===== src/rtl/sys_defs.sv =====
// Shared retire-path definitions: ROB exit packet, retire FSM states and sizing.
// Width macros N and PHYS_REG_SZ may be overridden on the command line.
`ifndef N
`define N 3
`endif
`ifndef PHYS_REG_SZ
`define PHYS_REG_SZ 64
`endif

package sys_defs;
   localparam int RETIRE_N    = `N;
   localparam int ARCH_REG_SZ = 32;
   localparam int PHYS_REG_SZ = `PHYS_REG_SZ;
   localparam int ARCH_TAG_W  = $clog2(ARCH_REG_SZ);
   localparam int PHYS_TAG_W  = $clog2(PHYS_REG_SZ);

   typedef struct packed {
      logic                  complete;
      logic                  has_dest;
      logic [ARCH_TAG_W-1:0] arch_dest;
      logic [PHYS_TAG_W-1:0] t_new;
      logic [PHYS_TAG_W-1:0] t_old;
      logic                  halt;
      logic                  mispredict;
   } ROB_EXIT_PACKET;

   typedef enum logic [1:0] {RUN, FLUSH, HALTED} retire_state_e;

   typedef enum logic [1:0] {STOP_NONE, STOP_HALT, STOP_MISPRED} stop_reason_e;
endpackage


===== src/rtl/retire_select.sv =====
// In-order retire selection: walks the valid ROB head entries oldest-first and
// stops at the first incomplete entry or just after a halt/mispredict.
module retire_select
   import sys_defs::*;
#(
   parameter  int N               = RETIRE_N,
   localparam int NUM_SCALAR_BITS = $clog2(N + 1)
)(
   input  ROB_EXIT_PACKET [N-1:0]         rob_outputs,
   input  logic [NUM_SCALAR_BITS-1:0]     outputs_valid,
   output logic [NUM_SCALAR_BITS-1:0]     num_retiring,
   output logic [N-1:0]                   retire_mask,
   output stop_reason_e                   stop_reason
);

   logic [N-1:0] w_in_range;
   logic         w_done;

   generate
      for (genvar gi = 0; gi < N; gi++) begin : g_range
         assign w_in_range[gi] = (outputs_valid > NUM_SCALAR_BITS'(gi));
      end
   endgenerate

   // Halt is tested before mispredict so an entry carrying both reports halt.
   always_comb begin
      num_retiring = '0;
      retire_mask  = '0;
      stop_reason  = STOP_NONE;
      w_done       = 1'b0;
      for (int i = 0; i < N; i++) begin
         if (!w_done) begin
            if (!w_in_range[i] || !rob_outputs[i].complete) begin
               w_done = 1'b1;
            end else begin
               retire_mask[i] = 1'b1;
               num_retiring   = num_retiring + NUM_SCALAR_BITS'(1);
               if (rob_outputs[i].halt) begin
                  stop_reason = STOP_HALT;
                  w_done      = 1'b1;
               end else if (rob_outputs[i].mispredict) begin
                  stop_reason = STOP_MISPRED;
                  w_done      = 1'b1;
               end
            end
         end
      end
   end

endmodule


===== src/rtl/retire_stage.sv =====
// Retire stage: in-order commit into the architectural map, t_old release and
// halt/flush sequencing. Optional statistics counters under RETIRE_STATS_EN.
module retire_stage
   import sys_defs::*;
#(
   parameter  int N               = RETIRE_N,
   parameter  int ARCH_REGS       = ARCH_REG_SZ,
   parameter  int PHYS_REGS       = PHYS_REG_SZ,
   localparam int NUM_SCALAR_BITS = $clog2(N + 1),
   localparam int PHYS_BITS       = $clog2(PHYS_REGS)
)(
   input  logic                                clock,
   input  logic                                reset,
   input  ROB_EXIT_PACKET [N-1:0]              rob_outputs,
   input  logic [NUM_SCALAR_BITS-1:0]          outputs_valid,
   output logic [NUM_SCALAR_BITS-1:0]          num_retiring,
   output logic [N-1:0]                        free_valid,
   output logic [N-1:0][PHYS_BITS-1:0]         free_tags,
   output logic [ARCH_REGS-1:0][PHYS_BITS-1:0] arch_map,
   output logic                                rollback,
   output logic                                halted
`ifdef RETIRE_STATS_EN
   ,
   output logic [63:0]                         retired_count,
   output logic [63:0]                         cycle_count
`endif
);

   retire_state_e                       r_state;
   retire_state_e                       w_state_next;
   logic [NUM_SCALAR_BITS-1:0]          w_sel_count;
   logic [N-1:0]                        w_sel_mask;
   stop_reason_e                        w_stop;
   logic                                w_run;
   logic [N-1:0]                        w_commit;
   logic [ARCH_REGS-1:0][PHYS_BITS-1:0] r_arch_map;

   retire_select #(.N(N)) u_select (
      .rob_outputs   (rob_outputs),
      .outputs_valid (outputs_valid),
      .num_retiring  (w_sel_count),
      .retire_mask   (w_sel_mask),
      .stop_reason   (w_stop)
   );

   assign w_run        = (r_state == RUN);
   assign num_retiring = w_run ? w_sel_count : '0;

   // Writes to arch register 0 are architecturally discarded, so they neither
   // commit nor release their t_old.
   generate
      for (genvar gi = 0; gi < N; gi++) begin : g_free
         assign w_commit[gi]   = w_run && w_sel_mask[gi] && rob_outputs[gi].has_dest
                                 && (rob_outputs[gi].arch_dest != '0);
         assign free_valid[gi] = w_commit[gi];
         assign free_tags[gi]  = w_commit[gi] ? PHYS_BITS'(rob_outputs[gi].t_old) : '0;
      end
   endgenerate

   // Ascending loop order makes the youngest writer of a shared arch_dest win.
   always_ff @(posedge clock or posedge reset) begin
      if (reset) begin
         for (int i = 0; i < ARCH_REGS; i++) begin
            r_arch_map[i] <= PHYS_BITS'(i);
         end
      end else begin
         for (int i = 0; i < N; i++) begin
            if (w_commit[i]) begin
               r_arch_map[rob_outputs[i].arch_dest] <= PHYS_BITS'(rob_outputs[i].t_new);
            end
         end
      end
   end

   assign arch_map = r_arch_map;

   always_ff @(posedge clock or posedge reset) begin
      if (reset) begin
         r_state <= RUN;
      end else begin
         r_state <= w_state_next;
      end
   end

   always_comb begin
      w_state_next = r_state;
      case (r_state)
         RUN: begin
            if (w_stop == STOP_HALT) begin
               w_state_next = HALTED;
            end else if (w_stop == STOP_MISPRED) begin
               w_state_next = FLUSH;
            end
         end
         FLUSH:   w_state_next = RUN;
         HALTED:  w_state_next = HALTED;
         default: w_state_next = RUN;
      endcase
   end

   assign rollback = (r_state == FLUSH);
   assign halted   = (r_state == HALTED);

`ifdef RETIRE_STATS_EN
   logic [63:0] r_retired_count;
   logic [63:0] r_cycle_count;

   always_ff @(posedge clock or posedge reset) begin
      if (reset) begin
         r_retired_count <= '0;
         r_cycle_count   <= '0;
      end else begin
         r_retired_count <= r_retired_count + 64'(num_retiring);
         if (!halted) begin
            r_cycle_count <= r_cycle_count + 64'd1;
         end
      end
   end

   assign retired_count = r_retired_count;
   assign cycle_count   = r_cycle_count;

   always @(posedge clock) begin
      if (!reset && w_run && (w_stop == STOP_HALT)) begin
         $display("retire_stage halt: retired=%0d cycles=%0d",
                  r_retired_count + 64'(num_retiring), r_cycle_count + 64'd1);
      end
   end
`endif

endmodule


===== config.mk =====
export PLATFORM = sky130hd
export DESIGN_NAME = retire_stage
export DESIGN_NICKNAME = d
export VERILOG_FILES = /design/src/rtl/sys_defs.sv /design/src/rtl/retire_select.sv /design/src/rtl/retire_stage.sv
export SDC_FILE = /design/constraint.sdc
export NUM_CORES = 1
export LEC_CHECK = 0
export CORE_MARGIN = 4
export CORE_UTILIZATION = 55
export DETAILED_ROUTE_END_ITERATION = 7
export PLACE_DENSITY = 0.87
export SYNTH_ARGS = -nofsm -noshare
export SYNTH_HDL_FRONTEND = slang
export SYNTH_HIERARCHICAL = 1
export SYNTH_SLANG_ARGS = --single-unit

===== constraint.sdc =====
create_clock -name clock -period 10.6 [get_ports clock]
set_input_delay 2.12 -clock clock [delete_from_list [all_inputs] [get_ports clock]]
set_output_delay 2.12 -clock clock [all_outputs]
set_load 0.005 [all_outputs]

# [Yosys cells after proc, flatten, opt, wreduce, memory -nomap -nowiden]
# Index checks and enable logic that the tools add are counted.
[totals] register_bits=194 in_bits=67 out_inout_bits=217 wordCells=121
[op_classes] n_eq_ne=5 order_cmp=9 reduce_logical=25 muxes=47 add_sub_neg=2
[ops] cell="192-bit bitwise mux" n=3
[ops] cell="192-bit two-way mux" n=3
[ops] cell="6-bit demux with 5-bit select" n=3
[ops] cell="2-bit two-way mux" n=18
[ops] cell="6-bit two-way mux" n=6
[ops] cell="5-bit by 6-bit less-than comparator with 1-bit output, second input constant" n=3
[ops] cell="5-bit by 1-bit >= comparator with 1-bit output, second input constant" n=3
[ops] cell="5-bit nonzero test" n=3
[ops] cell="1-bit two-way mux" n=13
[ops] cell="1-bit logical AND" n=12
[ops] cell="1-bit logical NOT" n=6
[ops] cell="2-bit by 1-bit equality test with 1-bit output, second input constant" n=2
[ops] cell="2-bit equality test, second input constant" n=2
[ops] cell="2-bit by 1-bit > comparator with 1-bit output, second input constant" n=2
[ops] cell="2-bit one-hot mux with 2 select lines" n=1
[ops] cell="1-bit logical OR" n=3
[ops] cell="3-bit by 1-bit inequality test with 1-bit output, second input constant" n=1
[ops] cell="1-bit by 1-bit adder with 2-bit output, second input constant" n=1
[ops] cell="2-bit by 1-bit adder with 2-bit output, second input constant" n=1
[ops] cell="2-bit > comparator, second input constant" n=1
[ops] cell="2-bit logical NOT" n=1

# [Logic depth before layout (Yosys ltp)]
[logic_depth] word_depth=16 depth_mapped=10 mapped_depth_nobuf=7

# [Hierarchy]
# The synthesis kept the hierarchy.
[by_module_without_submodules] module="retire_stage" cells_each=1280 n_inst=1 area_per_inst_um2=12066.6 seq_area_each_um2=4954.8
[by_module_without_submodules] module="retire_select" cells_each=25 n_inst=1 area_per_inst_um2=192.7 seq_area_each_um2=0.0

# [Worst setup path before layout]
# No wires, ideal clock.
[synth_path] kind="input to output" start="input rob_outputs[21] (netlist name)" end="output free_tags[12] (netlist name)" path_slack_ns=5.011 stages=8 t_arrival_ns=3.469 n_path_buf=2 t_required_ns=8.480 path_cell_list="and4b_1 -> nand4bb_1 -> inv_1 -> nand4bb_1 -> buf_2 -> buf_6 -> a21oi_1 -> and2_1"
[synth_lines] element="start, declared" line="retire_stage.sv:14" text="input ROB_EXIT_PACKET [N-1:0] rob_outputs,"
[synth_lines] element="end, declared" line="retire_stage.sv:18" text="output logic [N-1:0][PHYS_BITS-1:0] free_tags,"

==> parameters.txt <==
Parameter                              Value

Outcome
  Status ... complete, but fails checks
  Failing checks ... DRC

Route
  Router iterations before antenna repair ... 8
  Average vias per placed instance ... 7.52
  DRC ... 1
  Via count of the routed design ... 13500
  Number of nets with antenna violations after detailed routing ... 0
  Average wire per standard cell ... 29.2 µm
  Final wirelength ... 52.3 mm
  Count of routing violations after the opening detailed-route iteration ... 2038

Floorplan
  Die span in y ... 157 µm
  Core Area ... about 22000 µm²
  Overall die width ... 157 µm
  Initial core utilization ... a little under three fifths
  Die Footprint ... 24700 µm²
  # rows ... 54
  Number of primary I/O pins ... 284

Synthesis
  Number of cells produced by synthesis ... roughly 1300
  Yosys top cell area share ... 23.3%
  Sequential share of the synthesized area ... 40.4%
  Top cell type by total area after synthesis ... sky130_fd_sc_hd__dfrtp_1
  Cell variety after synth ... 59
  Net count after synthesis ... approximately 1400
  Most used DFF post-synth ... sky130_fd_sc_hd__dfrtp_1
  Top post-synthesis cells by area ... sky130_fd_sc_hd__dfrtp_1 (23%), sky130_fd_sc_hd__dfstp_2 (17%), sky130_fd_sc_hd__a221oi_1 (13%)
  Most numerous cell types in the synthesized netlist ... sky130_fd_sc_hd__a221oi_1 (179), sky130_fd_sc_hd__nor2_1 (150), sky130_fd_sc_hd__dfrtp_1 (114)
  Synthesized area ... 12300 µm²
  Asr flop ratio synth ... 100%
  Most frequent cell after synthesis ... sky130_fd_sc_hd__a221oi_1
  Ys Warns ... 6
  Average footprint of a synthesized cell ... 9.39 µm²
  Number of synthesized register bits ... between 150 and 200
  Post-synth EDFFs ... 0

Critical path
  Data required, critical path ... 8.48 ns
  CP startpoint kind ... primary input
  Critical R2R Launch ... r_state[1]$_DFFE_PP0P_
  Reg2Reg Depth ... 6
  Endpoint of the lowest-slack register-to-register path ... arch_map[184]$_DFF_PP1_
  Worst Path Max Fanout ... 32
  Kind of critical path ... in -> out
  Setup slack of the worst register-to-register path ... 7.57 ns
  Nature of the critical path endpoint ... output pin
  Worst path arrival time ... 4.94 ns

Placed design
  Number of instances in the placed design ... between 1500 and 2000
  Placer congestion estimate ... between 0.9 and 1
  Worst setup slack after placement ... 3.62 ns
  Count of port buffers added during placement ... 283
  Hpwl dp ... 35.1 mm

Timing
  Post-layout min period ... about 7.1 ns
  Total count of hold-check failures in the final report ... 0
  Final slew viol count ... 0
  Worst hold slack after final layout ... 0.379 ns
  Unrepaired setup endpoints after global routing ... no
  Worst Tran Pin Value ... between 1 and 1.5 ns
  Maximum operating frequency ... 142 MHz
  Max transition margin ... 14.0%
  Total negative slack for setup checks ... 0 ns
  Period utilisation layout ... 66.6%
  Worst Setup Slack, final ... roughly 3.5 ns
  Setup Skew ... 0.0131 ns
  Finish-stage setup viols ... 0

Finish
  Finished Core Util ... 70.5%
  Number of nets in the final layout ... 1567
  Fraction of layout cells with a size suffix above 1 ... 13.7%
  Filler-free cell count of the finished design ... approximately 1800
  Relative area change from synthesis to final layout ... 25.8%

Clock network
  Cts-stage hold buffer count ... 0
  Clock root buffer master ... sky130_fd_sc_hd__clkbuf_16
  Clock tree from TritonCTS ... done
  Maximum clock path buffer count ... 2
  H-tree depth reported by CTS ... 4
  Clock latency of the later-clocked register in the worst-skew pair ... 0.45 ns
  Clock transition at the register clock pins on the worst setup and hold paths after CTS ... 0.08 ns
  Clock sink total ... 194
  Count of buffers added by post-CTS timing repair for setup ... 0
  CTS-repair resized insts ... 0
  Number of buffers created by CTS ... 17

Power
  Worst IR drop on VDD ... about 0.00011 V
  Reported leakage power ... 5.47 nW
  Ratio of total power to cell area ... 112 nW/µm²

GRT
  Wire length of the first global-routing pass ... between 70 and 80 mm
  Overflow left after global routing ... 0
  Pin count of the biggest net entering global routing ... 76
  Antenna violations before repair ... 3
  All-layer global routing usage ... 41.1%
  Vias in the first global route ... ~13000

Worst hold path
  Hold endpoint ... arch_map[0]$_DFF_PP0_
  Tightest Hold Check Type ... reg -> reg
  Hold path startpoint ... arch_map[0]$_DFF_PP0_
  Count of cells along the worst hold path ... 0

Run
  Max-capacitance violation count ... 0
critical path, cell delays in order:
cell,delay [ns]
sky130_fd_sc_hd__clkdlybuf4s50_1,0.47
sky130_fd_sc_hd__nor2_2,0.23
sky130_fd_sc_hd__nand3_2,0.15
sky130_fd_sc_hd__inv_1,0.14
sky130_fd_sc_hd__nand4bb_4,0.12
sky130_fd_sc_hd__buf_4,0.38
sky130_fd_sc_hd__a21oi_1,0.58
sky130_fd_sc_hd__and2_1,0.22
sky130_fd_sc_hd__clkdlybuf4s50_1,0.51
through the flow:
step / total power, W / cell area, µm²
finish: 0.00172 / 15400
global route: 0.00176 / 15400
CTS: 0.00170 / 15400
detailed placement: 0.00104 / 14800
global placement: 0.00104 / 14800
floorplan: 0.000909 / 12300
layer usage:
metal | vias to the layer above | share of wire, % | track usage, %
met1 | 6297 | 35 | 53.3
met2 | 1368 | 42 | 61.3
met4 | 4 | 7.3 | 23.3
met3 | 321 | 16 | 12.5
li1 | 5492 | - | -
met5 | - | 0.050 | 0
area by class of cell:
type,count,area [µm²]
Clock inverter,12,138
Sequential cell,194,4950
Clock buffer,20,457
Antenna cell,1,2.50
Fill cell,1707,6470
Multi-Input combinational cell,974,6550
Tap cell,280,350
Inverter,7,31.3
Timing Repair Buffer,305,2940
state kept, by name, summed over array words and instances, names as in the netlist:
| register | count |
|---|---|
| arch_map | 192 |
| r_state | 2 |
worst max-delay path by stage:
stage / start / end / slack, ns / depth (start not counted)
4_1_cts: outputs_valid[1] / free_tags[15] / 3.59 / 9
3_5_place_dp: outputs_valid[1] / free_tags[8] / 3.62 / 9
5_1_grt: outputs_valid[1] / free_tags[12] / 3.42 / 9
2_1_floorplan: reset / arch_map[0]$_DFF_PP0_ / 3.33 / 1
6_report: rob_outputs[1] / free_tags[8] / 3.54 / 9
3_3_place_gp: outputs_valid[1] / free_tags[7] / 3.71 / 9
kinds of logic after synthesis:
| kind of cell | after synthesis | synth area share (%) |
|---|---|---|
| simple gates | 498 | 23.0 |
| compound gates | 473 | 29.8 |
| flops | 194 | 40.4 |
| buf+inv | 137 | 6.48 |
| xor+xnor | 1 | 0.0715 |
| mux | 1 | 0.0817 |
| fa+ha+maj | 1 | 0.102 |
report_power, final:
group	switching (W)	internal (W)
sequential	0.0000214	0.000776
clock	0.000332	0.000349
combinational	0.000143	0.000100
cell usage in the layout, fill, tap and decap left out, types with 7 or more instances in the layout:
cell type	n
sky130_fd_sc_hd__o2bb2ai_1	90
sky130_fd_sc_hd__clkdlybuf4s50_1	272
sky130_fd_sc_hd__clkbuf_16	17
sky130_fd_sc_hd__nand2b_1	10
sky130_fd_sc_hd__nand2_1	108
sky130_fd_sc_hd__a221oi_1	179
sky130_fd_sc_hd__nand3_1	74
sky130_fd_sc_hd__o21ai_0	91
sky130_fd_sc_hd__and2_1	23
sky130_fd_sc_hd__nor3_4	15
sky130_fd_sc_hd__nor4_1	7
sky130_fd_sc_hd__dfstp_2	80
sky130_fd_sc_hd__nor3_1	10
sky130_fd_sc_hd__o31ai_1	97
sky130_fd_sc_hd__nor3b_1	7
sky130_fd_sc_hd__buf_4	22
sky130_fd_sc_hd__nor3_2	17
sky130_fd_sc_hd__and4_1	7
sky130_fd_sc_hd__dfrtp_1	114
sky130_fd_sc_hd__and3b_1	9
sky130_fd_sc_hd__nor2_1	150
sky130_fd_sc_hd__nor2b_1	7
sky130_fd_sc_hd__buf_2	11
No activity file was read; power rests on OpenSTA's default activity.
